$ cat config.mk
export PLATFORM = sky130hd
export DESIGN_NAME = mmio_controller
export DESIGN_NICKNAME = d
export VERILOG_FILES = /design/src/rtl/mmio_controller.sv
export SDC_FILE = /design/constraint.sdc
export NUM_CORES = 1
export LEC_CHECK = 0
export CAP_MARGIN = 20
export CORE_MARGIN = 10
export CORE_UTILIZATION = 30
export CTS_CLUSTER_DIAMETER = 40
export DETAILED_ROUTE_END_ITERATION = 10
export GPL_TIMING_DRIVEN = 1
export HOLD_SLACK_MARGIN = 0.02
export PLACE_DENSITY_LB_ADDON = 0.2
export REMOVE_ABC_BUFFERS = 1
export SETUP_SLACK_MARGIN = 0.2
export SLEW_MARGIN = 20
export SYNTH_ARGS = -nofsm -noshare
export SYNTH_HDL_FRONTEND = slang
export SYNTH_SLANG_ARGS = --single-unit
$ cat constraint.sdc
create_clock -name clock -period 3.4 [get_ports clock]
set_input_delay 0.68 -clock clock [delete_from_list [all_inputs] [get_ports clock]]
set_output_delay 0.68 -clock clock [all_outputs]
set_load 0.02 [all_outputs]
$ cat src/rtl/mmio_controller.sv
// mmio_controller: decodes processor data accesses into data RAM or a small
// I/O register window, gates RAM writes and returns load data with the same
// one-cycle latency as the RAM.
//
// Ports:
//   clock         system clock, all logic on posedge
//   reset         asynchronous active-low reset
//   address_dmem  processor data word address
//   data          processor store data
//   wren          processor store enable
//   rden          processor load enable
//   ram_q         data RAM read data (1-cycle latency)
//   ram_wren      RAM write enable, suppressed for I/O addresses
//   q_dmem        load data back to processor
//   sw            raw board switches
//   led           LED register
//   key_valid     one-cycle strobe of a new PS/2 scan code
//   key_code      scan code qualified by key_valid
//   audio_note    note select for the audio controller
//   audio_en      audio enable
module mmio_controller #(
    parameter int IO_BASE    = 4096,
    parameter int FIFO_DEPTH = 8,
    parameter int SW_WIDTH   = 16,
    parameter int LED_WIDTH  = 16
) (
    input  logic                 clock,
    input  logic                 reset,
    input  logic [31:0]          address_dmem,
    input  logic [31:0]          data,
    input  logic                 wren,
    input  logic                 rden,
    input  logic [31:0]          ram_q,
    output logic                 ram_wren,
    output logic [31:0]          q_dmem,
    input  logic [SW_WIDTH-1:0]  sw,
    output logic [LED_WIDTH-1:0] led,
    input  logic                 key_valid,
    input  logic [7:0]           key_code,
    output logic [7:0]           audio_note,
    output logic                 audio_en
);
    localparam int PW = $clog2(FIFO_DEPTH);
    localparam int CW = PW + 1;
    localparam logic [31:0] BASE = 32'(IO_BASE);

    logic [31:0]         offset;
    logic                io_sel;
    logic                wr_io;
    logic                rd_io;
    logic                wr_led;
    logic                wr_stat;
    logic                wr_audio;
    logic                pop_req;
    logic                empty;
    logic                full;
    logic                do_pop;
    logic                do_push;
    logic                drop;
    logic [7:0]          head;
    logic [31:0]         io_rdata_d;
    logic [31:0]         status;
    logic                unused_data;

    logic [SW_WIDTH-1:0] sw_s1;
    logic [SW_WIDTH-1:0] sw_s2;
    logic                sel_q;
    logic [31:0]         io_rdata_q;
    logic [PW-1:0]       wr_ptr;
    logic [PW-1:0]       rd_ptr;
    logic [CW-1:0]       count;
    logic                overflow;
    logic [7:0]          mem [FIFO_DEPTH];

    // Offset is only meaningful once the address is known to be >= BASE,
    // so the unsigned subtraction never wraps inside the window.
    assign offset   = address_dmem - BASE;
    assign io_sel   = (address_dmem >= BASE) && (offset <= 32'd4);
    assign ram_wren = wren & ~io_sel;

    // Stores win over loads for side effects, so a load only acts when no
    // store is present in the same cycle.
    assign wr_io    = wren & io_sel;
    assign rd_io    = rden & ~wren & io_sel;
    assign wr_led   = wr_io & (offset[2:0] == 3'd1);
    assign wr_stat  = wr_io & (offset[2:0] == 3'd2);
    assign wr_audio = wr_io & (offset[2:0] == 3'd4);
    assign pop_req  = rd_io & (offset[2:0] == 3'd3);

    assign empty    = (count == '0);
    assign full     = (count == CW'(FIFO_DEPTH));
    assign do_pop   = pop_req & ~empty;
    // A pop in the same cycle frees the slot, so a push into a full FIFO
    // still succeeds and nothing is dropped.
    assign do_push  = key_valid & (~full | do_pop);
    assign drop     = key_valid & full & ~do_pop;
    assign head     = mem[rd_ptr];

    assign status   = {23'd0, 5'(count), 1'b0, full, overflow, ~empty};

    always_comb begin
        io_rdata_d = '0;
        if (io_sel) begin
            case (offset[2:0])
                3'd0:    io_rdata_d = 32'(sw_s2);
                3'd1:    io_rdata_d = 32'(led);
                3'd2:    io_rdata_d = status;
                3'd3:    io_rdata_d = empty ? 32'd0 : {24'd0, head};
                3'd4:    io_rdata_d = {23'd0, audio_en, audio_note};
                default: io_rdata_d = '0;
            endcase
        end
    end

    assign q_dmem = sel_q ? io_rdata_q : ram_q;

    // Upper store-data bits have no destination register.
    assign unused_data = ^data;

    always_ff @(posedge clock or negedge reset) begin
        if (!reset) begin
            sw_s1      <= '0;
            sw_s2      <= '0;
            sel_q      <= 1'b0;
            io_rdata_q <= '0;
            led        <= '0;
            audio_note <= '0;
            audio_en   <= 1'b0;
            wr_ptr     <= '0;
            rd_ptr     <= '0;
            count      <= '0;
            overflow   <= 1'b0;
        end else begin
            sw_s1      <= sw;
            sw_s2      <= sw_s1;
            sel_q      <= io_sel;
            io_rdata_q <= io_rdata_d;
            if (wr_led)
                led <= data[LED_WIDTH-1:0];
            if (wr_audio) begin
                audio_note <= data[7:0];
                audio_en   <= data[8];
            end
            if (do_push)
                wr_ptr <= wr_ptr + PW'(1);
            if (do_pop)
                rd_ptr <= rd_ptr + PW'(1);
            count <= count + CW'(do_push) - CW'(do_pop);
            // A drop in the same cycle as a clear leaves overflow set.
            if (drop)
                overflow <= 1'b1;
            else if (wr_stat)
                overflow <= 1'b0;
        end
    end

    // Storage needs no reset: the pointers and count define what is valid.
    always_ff @(posedge clock) begin
        if (do_push)
            mem[wr_ptr] <= key_code;
    end
endmodule

**After elaboration in Yosys (flattened, before gate mapping)**

Memory sizes are Yosys's and may differ from the RTL's.
Cells that the tools add are included.

- Register bits: 101
- Bits in latches: 0
- Bits in writable memories: 64
- ROM bits: 0
- Output and inout port bits: 58
- Memories kept: 1

Memories:

| name | depth | bits a word | rd ports | clocked after Yosys merged registers in | wr ports | RTL line | text |
|---|---|---|---|---|---|---|---|
| mem | 8 | 8 | 1 | 0 | 1 | 73 | `logic [7:0] mem [FIFO_DEPTH];` |

- Add/sub/neg operators: 5
- $mul: 0
- Div/mod/pow operators: 0
- Order comparisons: 2
- Eq/ne operators: 5
- Shift operators: 0
- Multiplexer cells: 8
- Bitwise logic cells: 18
- Reduce and logical (&&, ||, !) cells: 4

Operators with widths:

| operator | number |
|---|---|
| one-hot mux 16 bit (5 select lines) | 1 |
| 2-to-1 mux 32 bit | 2 |
| greater-or-equal comparator 32 x 13 -> 1 bit (second input constant) | 1 |
| <= comparator 32 x 3 -> 1 bit (second input constant) | 1 |
| subtractor 32 x 13 -> 32 bit (second input constant) | 1 |
| bitwise AND 1 bit | 12 |
| 2-to-1 mux 8 bit | 1 |
| adder 3 x 1 -> 3 bit (second input constant) | 2 |
| == test 3 x 2 -> 1 bit (second input constant) | 2 |
| inverter 1 bit | 5 |
| adder 4 x 1 -> 4 bit | 1 |
| == test 4 bit (second input constant) | 1 |
| zero test 4 bit | 1 |
| 2-to-1 mux 1 bit | 4 |
| subtractor 4 x 1 -> 4 bit | 1 |
| == test 3 x 1 -> 1 bit (second input constant) | 1 |
| == test 3 bit (second input constant) | 1 |
| zero test 3 bit | 1 |
| nonzero test 2 bit | 1 |
| logical AND 1 bit | 1 |
| bitwise OR 1 bit | 1 |

**Depth between registers and ports, before layout**

Gate-level depths: netlist of the first run.

- Depth after elaboration: 10
- Mapped depth: 14
- Depth with buffers taken out: 13

**Least setup slack after synthesis of the first run**

No wires, ideal clock.

- Path kind: input-to-reg
- Start point: input port address_dmem[1]
- End point: memory mem[1][0], enable pin
- Library setup time: 0.398 ns
- Arrival time: 2.874 ns
- Slack: 0.128 ns
- Cell stages on the path: 8
- Path buffers: 3
- Cell sequence: buf_2 -> nor2b_1 -> buf_6 -> and3_4 -> buf_6 -> and4bb_4 -> a41oi_4 -> nor4b_1

- Cells in the longest elaborated chain, start to end: 10

RTL lines:

| element | RTL line | text |
|---|---|---|
| start, declared | 29 | `input logic [31:0] address_dmem,` |
| subtractor 32 x 13 -> 32 bit | 77 | `assign offset = address_dmem - BASE;` |
| <= comparator 32 x 3 -> 1 bit | 78 | `assign io_sel = (address_dmem >= BASE) && (offset <= 32'd4);` |
| logical AND 1 bit | 78 |  |
| bitwise AND 1 bit | 84 | `assign rd_io = rden & ~wren & io_sel;` |
| bitwise AND 1 bit (*) | 88 | `assign pop_req = rd_io & (offset[2:0] == 3'd3);` |
| bitwise AND 1 bit (*) | 92 | `assign do_pop = pop_req & ~empty;` |
| bitwise OR 1 bit (*) | 95 | `assign do_push = key_valid & (~full \| do_pop);` |
| bitwise AND 1 bit (*) | 95 |  |
| 2-to-1 mux 1 bit (*) | 159 | `if (do_push)` |
| 2-to-1 mux 1 bit (not written as such) (*) | 160 | `mem[wr_ptr] <= key_code;` |
| end, declared | 73 |  |

Mark *: on every way between the ends. The rest lies on a longest branch, timed or not.

**Final worst setup path of the first run**

- Start point: input port address_dmem[27]
- End point: output port ram_wren

- Cells in the longest elaborated chain, start to end: 5

RTL lines:

| element | RTL line | text |
|---|---|---|
| subtractor 32 x 13 -> 32 bit | 77 |  |
| <= comparator 32 x 3 -> 1 bit | 78 |  |
| logical AND 1 bit (*) | 78 |  |
| inverter 1 bit (*) | 79 | `assign ram_wren = wren & ~io_sel;` |
| bitwise AND 1 bit (*) | 79 |  |
| end, declared | 34 | `output logic ram_wren,` |

Marks and branches as above.

==> results of run 1 <==
sequential cells by signal, indices dropped and copies added, names as in the netlist:
register / cells
mem: 64
io_rdata_q: 16
led: 16
sw_s1: 16
sw_s2: 16
audio_note: 8
count: 4
rd_ptr: 3
wr_ptr: 3
audio_en: 1
overflow: 1
sel_q: 1
path summary, 6_finish.rpt:
check / start / to / slack (ns) / cells after the start
max in group asynchronous: reset / rd_ptr[0]$_DFFE_PN0P_ / 2.57 / 1
min in group clock: sw_s1[14]$_DFF_PN0_ / sw_s2[14]$_DFF_PN0_ / 0.35 / 0
max: address_dmem[27] / ram_wren / 0.29 / 7
max reg2reg: count[2]$_DFF_PN0_ / count[1]$_DFF_PN0_ / 0.60 / 12
min reg2reg: sw_s1[14]$_DFF_PN0_ / sw_s2[14]$_DFF_PN0_ / 0.35 / 0
min: reset / led[15]$_DFFE_PN0P_ / 0.29 / 1
report_power, final:
| group | total, µW | internal, µW | switching, µW |
|---|---|---|---|
| sequential | 2170 | 2070 | 97.5 |
| combinational | 763 | 407 | 356 |
| clock | 1800 | 1010 | 785 |
layer usage:
metal  routed length, µm  vias to the layer above  part of all wire  track usage
li1                    -                     1953                 -            -
met1                7320                     2066              0.43        0.153
met2                8170                      145              0.48        0.200
met3                1140                       15             0.068       0.0343
met4                 252                        0             0.015       0.0406
met5                   0                        -                 0            0
cells by family (layout without fill, tap and decap cells):
group | Yosys count | after routing | synth area share
xor+xnor | 5 | 5 | 0.00701
mux | 83 | 83 | 0.175
flops | 149 | 149 | 0.648
buf+inv | 34 | 258 | 0.0244
compound gates | 33 | 33 | 0.0425
simple gates | 87 | 87 | 0.0831
fa+ha+maj | 9 | 9 | 0.0192
critical path: stages:
cell and delay [ns]:
clkdlybuf4s50_1 0.44, nor4_2 0.30, nand4_1 0.18, a211oi_2 0.25, nand2_1 0.10, and2_1 0.16
dlygate4sd2_1 0.32
cell usage in the layout, fill, tap and decap left out, types with 2 or more instances in the layout:
| cell type | synthesis | routed |
|---|---|---|
| nand2_1 | 10 | 10 |
| a211oi_2 | 1 | 2 |
| clkdlybuf4s50_1 | 0 | 164 |
| inv_1 | 13 | 13 |
| nor2_1 | 13 | 13 |
| dfrtp_1 | 85 | 85 |
| clkbuf_16 | 0 | 18 |
| a21oi_1 | 4 | 4 |
| mux2i_1 | 15 | 15 |
| buf_4 | 0 | 46 |
| o21ai_0 | 7 | 6 |
| a31oi_1 | 2 | 2 |
| mux4_2 | 16 | 16 |
| mux2_2 | 52 | 52 |
| ha_1 | 8 | 8 |
| and2_1 | 2 | 2 |
| edfxtp_1 | 64 | 64 |
| inv_8 | 0 | 4 |
| nor3_1 | 8 | 7 |
| nor4b_1 | 6 | 4 |
| inv_6 | 0 | 5 |
| nand3_1 | 2 | 2 |
| nor4_1 | 15 | 14 |
| nor4b_2 | 0 | 2 |
| a222oi_1 | 6 | 6 |
| xnor2_1 | 4 | 4 |
| nor2b_1 | 18 | 18 |
| nand4_1 | 6 | 6 |
| clkinv_4 | 0 | 4 |
final cells by class:
class	instances	share of cell area
clock buffers	18	0.0495
clock inverters	14	0.0142
inverters	14	0.00604
multi-input cells	217	0.228
flip-flops and latches	149	0.445
well taps	270	0.0371
repair buffers	212	0.220
metrics by stage:
stage | setup TNS [ns] | area [µm²] | setup WS, ns | hold slack, ns
6_report | 0 | 9110 | 0.287 | 0.295
5_1_grt | 0 | 9110 | 0.116 | 0.349
4_1_cts | 0 | 9070 | 0.236 | 0.350
3_5_place_dp | -8.50 | 8490 | -0.241 | 0.335
3_3_place_gp | -4.15 | 8490 | -0.180 | 0.331
2_1_floorplan | 0 | 6150 | 0.148 | 0.331
timing repair:
item	4_1_cts	5_1_grt
resized for setup	3	5
hold buffers	0	0
endpoints found under the setup margin	9	10
==> flow_summary_export.csv, run 1 <==
group,metric,value,unit
worst_setup_path,critPathMaxFanout,2,
layout,fin_nets,745,
synth,syn_avg_cell_area,15.6,µm²
synth,ys_seq_area_frac,0.648,
clock_network,clk_pin_slew,0.07,ns
timing,finalCritPeriodShare,0.916,
clock_network,cts_max_path_buffers,2,
worst_setup_path,cp-start-kind,"input pin",
timing,finalMaxSlewViolations,0,
global_routing,grt_max_degree,86,
synth,synth_top_area_cell,"dfrtp_1",
min_path,hold_class,"input pin to asynchronous set/reset pin",
worst_setup_path,cp.required,2.72,ns
global_routing,grt_pass1_wl,25600,µm
timing,max_freq,321,MHz
timing,grt_setup_unrepaired,"yes",
placement,io_buffer_count,166,
timing,setup_viol,0,
synth,synth_cells,400,
layout,fillCellCount,1839,
synth,ys_top_cells_by_count,"dfrtp_1 (85), edfxtp_1 (64), mux2_2 (52), nor2b_1 (18), mux4_2 (16)",
job,cap_violations,0,
synth,synth.most_common_cell,"dfrtp_1",
timing,slew_headroom,0.444,
synth,syn_area,0.00625,mm²
synth,yosysTopAreaCellShare,0.341,
global_routing,track_usage,0.123,
route,post-route-drc-count,0,
worst_setup_path,critPathCaptureType,"output port",
global_routing,grt_pass1_vias,4514,
synth,synth.area.top_cells,"dfrtp_1 (34%), edfxtp_1 (31%), mux2_2 (9.4%)",
synth,dominantRegCellSynth,"dfrtp_1",
route,first_iter_violations,321,
global_routing,overflow,0,
power,vdd_drop_max,0.000335,V
route,via_count,4179,
synth,yosysWarnings,0,
clock_network,cts_sinks,149,
power,powerDensity,519,mW/mm²
layout,ff_latch_area,0.00405,mm²
die,start_util,0.307,
layout,multi_input_area,0.00208,mm²
clock_network,cts_buffers,17,
status,status,"complete, no violations",
route,ant_nets,0,
die,dieArea,0.0270,mm²
timing,worstMarginPinSlew,0.834,ns
die,ios,183,
clock_network,htree_levels,4,
timing,min_period,3.11,ns
die,die_width,164,µm
clock_network,clock_latency,0.42,ns
route,vias_per_cell,4.67,
route,routed_wl,16900,µm
power,power,4730,µW
clock_network,cts_tree,"yes",
global_routing,antenna_found_initial,0,
die,core_area,0.0204,mm²
timing,hold_viol_final,0,
worst_setup_path,arrival,2.43,ns
layout,final_util,0.447,
placement,hpwl,12700,µm
synth,synth_cell_types,49,
die,num_rows,52,
synth,ys_async_sr_fraction,0.570,
layout,diodes,0,
synth,synth-edff-count,64,
die,die_h,164,µm
clock_network,cts_root_buf,"clkbuf_16",
route,wl_per_cell,18.9,µm
synth,ys_seq_elements,149,
timing,skew,0.00894,ns
layout,area_delta_synth_final,45.8,%
layout,drive_gt1_frac,0.255,
placement,gp_congestion,0.879,
route,dr.pass1.iters,4,
layout,final_cells,894,
placement,placed_cells,862,
power,leakage,0.00361,µW
clock_network,cts_setup_buffers,0,
worst_setup_path,criticalPathCategory,"input pin to output port",
Power figures use the tool's default switching activity.
==> run 2: changes to the inputs <==
--- a/config.mk
+++ b/config.mk
@@ -12,10 +12,10 @@
 export DETAILED_ROUTE_END_ITERATION = 10
 export GPL_TIMING_DRIVEN = 1
 export HOLD_SLACK_MARGIN = 0.02
-export PLACE_DENSITY_LB_ADDON = 0.2
+export PLACE_DENSITY = 0.63
 export REMOVE_ABC_BUFFERS = 1
 export SETUP_SLACK_MARGIN = 0.2
-export SLEW_MARGIN = 20
+export SLEW_MARGIN = 10
 export SYNTH_ARGS = -nofsm -noshare
 export SYNTH_HDL_FRONTEND = slang
 export SYNTH_SLANG_ARGS = --single-unit
==> run 2 against run 1 <==
Hold slack worse by 0.12 ns. Sequential cell count unchanged. Utilization fell by 0.16 points. Design area fell by 0.36%. Critical endpoint unchanged. Highest routed layer unchanged.
==> flow_summary_export.csv, run 2 (synthesized netlist as in run 1, its figures left out) <==
group,metric,value,unit
layout,drive_gt1_frac,0.242,
worst_setup_path,worst-r2r-setup-slack,0.65,ns
worst_setup_path,r2r-end,"count[2]$_DFF_PN0_",
placement,gp_congestion,0.898,
layout,area_delta_synth_final,45.3,%
timing,worstMarginPinSlew,0.822,ns
placement,placed_cells,853,
timing,finalMaxSlewViolations,0,
global_routing,track_usage,0.127,
layout,layout_common_cells,"clkdlybuf4s50_1 (163), dfrtp_1 (85), edfxtp_1 (64)",
clock_network,clock_latency,0.41,ns
worst_setup_path,criticalPathCategory,"input pin to output port",
timing,grt_setup_unrepaired,"no",
layout,stdcell_area,0.00907,mm²
clock_network,cts_sinks,149,
layout,largest_reg_flops,64,
route,first_iter_violations,303,
worst_setup_path,reg2reg_depth,13,
global_routing,grt_pass1_wl,26200,µm
clock_network,hold_buffers,0,
worst_setup_path,critPathMaxFanout,2,
clock_network,cts_tree,"yes",
route,dr.pass1.iters,5,
layout,top_register,"mem",
global_routing,grt_pass1_vias,4501,
route,post-route-drc-count,0,
job,cap_violations,0,
clock_network,cts_max_path_buffers,2,
power,leakage,0.00359,µW
layout,multi_input_area,0.00208,mm²
global_routing,overflow,0,
die,die_h,164,µm
clock_network,clk_pin_slew,0.06,ns
timing,setup_ws,0.292,ns
timing,skew,0.00477,ns
route,ant_nets,0,
timing,tns,0,ns
clock_network,cts_root_buf,"clkbuf_16",
die,die_width,164,µm
layout,ff_latch_area,0.00405,mm²
timing,finalCritPeriodShare,0.914,
power,vdd_drop_max,0.000359,V
die,start_util,0.307,
die,num_rows,52,
route,routed_wl,17100,µm
die,core_area,0.0204,mm²
layout,final_common_cell,"clkdlybuf4s50_1",
timing,slew_headroom,0.452,
global_routing,antenna_found_initial,0,
worst_setup_path,cp-start-kind,"input pin",
timing,hold_viol_final,0,
status,status,"complete, no violations",
layout,fillCellCount,1840,
route,via_count,4118,
route,wl_per_cell,19.3,µm
timing,hold_ws,0.171,ns
min_path,hold_class,"input pin to asynchronous set/reset pin",
placement,place_ws,-0.138,ns
timing,setup_viol,0,
route,vias_per_cell,4.65,
worst_setup_path,cp.required,2.72,ns
layout,final_cells,885,
die,ios,183,
global_routing,grt_max_degree,86,
die,dieArea,0.0270,mm²
placement,hpwl,12900,µm
layout,diodes,0,
placement,io_buffer_count,166,
clock_network,cts_buffers,17,
timing,max_freq,322,MHz
layout,fin_nets,737,
timing,min_period,3.11,ns
worst_setup_path,arrival,2.43,ns
worst_setup_path,critPathCaptureType,"output port",
placement,place_area,0.00844,mm²
clock_network,htree_levels,4,
power,powerDensity,519,mW/mm²
worst_setup_path,r2r_start,"count[2]$_DFF_PN0_",
-- run 2: cell types whose count changed in the layout (fill, tap and decap cells not counted), sizes merged --
| cell | change |
|---|---|
| buf | -8 |
| clkdlybuf4s50 | -1 |
| clkinv | +2 |
| bufinv | +1 |
| dlymetal6s2s | +1 |
| clkbuf | +1 |
| inv | -5 |
-- run 2: cell type report --
type / instances / share of cell area
clock buffer: 19 / 0.0524
clock inverter: 12 / 0.0108
inverter: 14 / 0.00607
multi-input combinational: 217 / 0.229
sequential: 149 / 0.446
tap: 270 / 0.0372
timing repair buffer: 204 / 0.218
-- run 2: worst max-delay path, stage by stage --
cell	delay [ns]
clkdlybuf4s50_1	0.47
nor4b_4	0.33
nand4_1	0.15
a211oi_2	0.20
nand2_1	0.10
and2_1	0.17
dlygate4sd2_1	0.32
-- run 2: how the worst max path moves through the flow --
stage / slack [ns] / end / cells past startpoint / start
global placement: -0.03 / ram_wren / 7 / address_dmem[13]
CTS: 0.20 / ram_wren / 7 / address_dmem[8]
finish: 0.29 / ram_wren / 7 / address_dmem[8]
floorplan: 0.15 / mem[1][0]$_DFFE_PP_ / 5 / address_dmem[13]
global route: 0.20 / ram_wren / 8 / address_dmem[13]
detailed placement: -0.14 / count[2]$_DFF_PN0_ / 13 / address_dmem[12]
-- run 2: repair_timing --
item / 4_1_cts / 5_1_grt
pin swaps: 0 / 1
resized for setup: 3 / 6
endpoints found under the setup margin: 1 / 1
setup buffers: 0 / 0
-- run 2: per-stage QoR --
stage                      util  power, µW
after CTS                 0.443       4750
after global routing      0.446       4920
after floorplan               -       2540
final                     0.446       4710
after detailed placement  0.414       2950
after global placement    0.414       2910
-- run 2: routing by layer --
metal	routed length [µm]	track usage	vias up
met2	8980	0.215	116
met4	266	0.0426	0
met5	0	0	-
li1	-	-	1930
met1	6970	0.151	2056
met3	908	0.0358	16
-- run 2: power by group --
group / switching, µW / leakage [µW] / total [µW] / internal (µW)
clock: 710 / 0.000294 / 1790 / 1090
sequential: 96.3 / 0.00167 / 2170 / 2070
combinational: 356 / 0.00163 / 745 / 389
==> run 3: changes to the inputs <==
--- a/config.mk
+++ b/config.mk
@@ -5,13 +5,14 @@
 export SDC_FILE = /design/constraint.sdc
 export NUM_CORES = 1
 export LEC_CHECK = 0
-export CAP_MARGIN = 20
+export CAP_MARGIN = 0
 export CORE_MARGIN = 10
 export CORE_UTILIZATION = 30
 export CTS_CLUSTER_DIAMETER = 40
 export DETAILED_ROUTE_END_ITERATION = 10
 export GPL_TIMING_DRIVEN = 1
 export HOLD_SLACK_MARGIN = 0.02
+export MAX_ROUTING_LAYER = met4
 export PLACE_DENSITY = 0.63
 export REMOVE_ABC_BUFFERS = 1
 export SETUP_SLACK_MARGIN = 0.2
==> run 3 against run 2 <==
Register-to-register slack about the same. Sequential power about the same. Clock skew up 0.0013 ns. Sequential share of layout area up 0.14 points. Sequential cell count unchanged. Clock power about the same. Critical endpoint unchanged. Global-route usage up 0.37 points. Via count down 0.85%. Design area down 0.30%. First-iteration DRC count up 19%. Die area unchanged.
==> flow_summary_export.csv, run 3 (synthesized netlist as in run 1, its figures left out) <==
group,metric,value,unit
worst_setup_path,reg2reg_depth,13,
worst_setup_path,timing.critical_path.buf_inv,2,
timing,skew,0.00607,ns
worst_setup_path,arrival,2.43,ns
route,via_count,4083,
die,die_h,164,µm
worst_setup_path,cp_cell_sequence,"clkdlybuf4s50_1 > nor4b_4 > nand4_1 > a211oi_2 > nand2_1 > and2_1 > dlygate4sd2_1",
layout,final_util,0.444,
route,post-route-drc-count,0,
clock_network,htree_levels,4,
global_routing,grt_max_degree,86,
global_routing,overflow,0,
timing,grt_setup_unrepaired,"no",
clock_network,cts_root_buf,"clkbuf_16",
route,first_iter_violations,362,
layout,top_register,"mem",
route,dr.pass1.iters,4,
layout,area_delta_synth_final,44.9,%
power,intPower,3540,µW
route,routed_wl,17100,µm
worst_setup_path,critical_path.max_stage_delay,0.47,ns
worst_setup_path,critPathCaptureType,"output port",
route,vias_per_cell,4.62,
die,num_rows,52,
job,cap_violations,0,
layout,largest_reg_flops,64,
timing,worstMarginPinSlew,1.06,ns
power,switchingPower,1160,µW
die,start_util,0.307,
timing,max_freq,321,MHz
layout,final_common_cell,"clkdlybuf4s50_1",
global_routing,busiest_layer,"met2",
timing,slew_headroom,0.294,
min_path,hold_class,"flip-flop to flip-flop",
global_routing,grt_pass1_wl,26100,µm
timing,finalMaxSlewViolations,0,
timing,setup_viol,0,
worst_setup_path,critical_path_depth,7,
clock_network,cts_sinks,149,
global_routing,antenna_found_initial,0,
placement,hpwl,12900,µm
layout,fin_nets,736,
timing,finalCritPeriodShare,0.915,
clock_network,cts_buffers,17,
global_routing,gr-usage-met3,0.0338,
power,powerDensity,520,mW/mm²
die,dieArea,0.0270,mm²
power,swShare,0.246,
worst_setup_path,criticalPathCategory,"input pin to output port",
clock_network,cts_tree,"yes",
global_routing,track_usage,0.131,
power,vdd_drop_max,0.000358,V
power,pwr-share-seq,0.461,
clock_network,clk_pin_slew,0.06,ns
layout,drive_gt1_frac,0.241,
status,status,"complete, no violations",
worst_setup_path,crit_path_start,"address_dmem[8]",
global_routing,use_met1,0.152,
die,core_area,0.0204,mm²
clock_network,clock_latency,0.42,ns
worst_setup_path,cp-start-kind,"input pin",
worst_setup_path,endpoint,"ram_wren",
worst_setup_path,critPathMaxFanout,2,
layout,layout_common_cells,"clkdlybuf4s50_1 (163), dfrtp_1 (85), edfxtp_1 (64)",
worst_setup_path,worst-r2r-setup-slack,0.66,ns
timing,tns,0,ns
worst_setup_path,cp.required,2.72,ns
power,power_frac_clock,0.381,
worst_setup_path,cp_slowest_cell,"clkdlybuf4s50_1",
worst_setup_path,r2r_start,"count[2]$_DFF_PN0_",
global_routing,grt_pass1_vias,4506,
placement,gp_congestion,0.913,
placement,io_buffer_count,166,
timing,min_period,3.11,ns
worst_setup_path,critPathTopFamily,"buffers and inverters",
timing,hold_viol_final,0,
route,wl_per_cell,19.4,µm
power,leakage,0.00358,µW
worst_setup_path,r2r-end,"count[2]$_DFF_PN0_",
layout,diodes,0,
clock_network,cts_max_path_buffers,2,
die,ios,183,
power,comb_power_share,0.157,
route,ant_nets,0,
die,die_width,164,µm
clock_network,cts_setup_buffers,0,
global_routing,met2_usage,0.216,
-- run 3: cell types whose count changed in the layout (fill, tap and decap cells not counted), sizes merged --
cell  before  now
buf       39   38
-- run 3: layout make-up --
cell class | count | area, µm²
fill | 1841 | 11300
sequential | 149 | 4050
multi-input combinational | 217 | 2080
timing repair buffer | 203 | 1950
clock buffer | 19 | 475
tap | 270 | 338
clock inverter | 12 | 97.6
inverter | 14 | 55.1
-- run 3: worst min path at each step --
stage	start	end	slack, ns	cells after the start
floorplan	sw_s1[0]$_DFF_PN0_	sw_s2[0]$_DFF_PN0_	0.33	0
global placement	sw_s1[12]$_DFF_PN0_	sw_s2[12]$_DFF_PN0_	0.33	0
detailed placement	sw_s1[0]$_DFF_PN0_	sw_s2[0]$_DFF_PN0_	0.33	0
CTS	sw_s1[11]$_DFF_PN0_	sw_s2[11]$_DFF_PN0_	0.35	0
global route	sw_s1[9]$_DFF_PN0_	sw_s2[9]$_DFF_PN0_	0.35	0
finish	sw_s1[11]$_DFF_PN0_	sw_s2[11]$_DFF_PN0_	0.35	0
-- run 3: repair_timing --
item | 4_1_cts | 5_1_grt
gates cloned | 0 | 0
setup endpoints to repair | 1 | 1
resized for setup | 3 | 6
pin swaps | 0 | 1
hold buffers | 0 | 0
-- run 3: metal layers --
layer  vias up  part of all wire  wire (µm)
met5         -                 0          0
met4         0             0.015        250
met3        15             0.052        890
met2       108              0.52       8930
met1      2031              0.41       7050
li1       1929                 -          -
-- run 3: metrics by stage --
stage	worst slack, ns	hold WS [ns]	instances	total power, µW	cell area [µm²]
2_1_floorplan	0.148	0.331	380	2540	6150
3_3_place_gp	-0.0344	0.332	853	2910	8440
3_5_place_dp	-0.138	0.335	853	2950	8440
4_1_cts	0.201	0.349	884	4750	9020
5_1_grt	0.200	0.352	884	4920	9050
6_report	0.289	0.348	884	4700	9050
-- run 3: power groups by stage --
stage	registers [µW]	logic, µW	clock network, µW
2_1_floorplan	2170	365	0
3_3_place_gp	2190	720	0
3_5_place_dp	2200	747	0
4_1_cts	2170	751	1830
5_1_grt	2190	819	1910
6_report	2170	740	1790
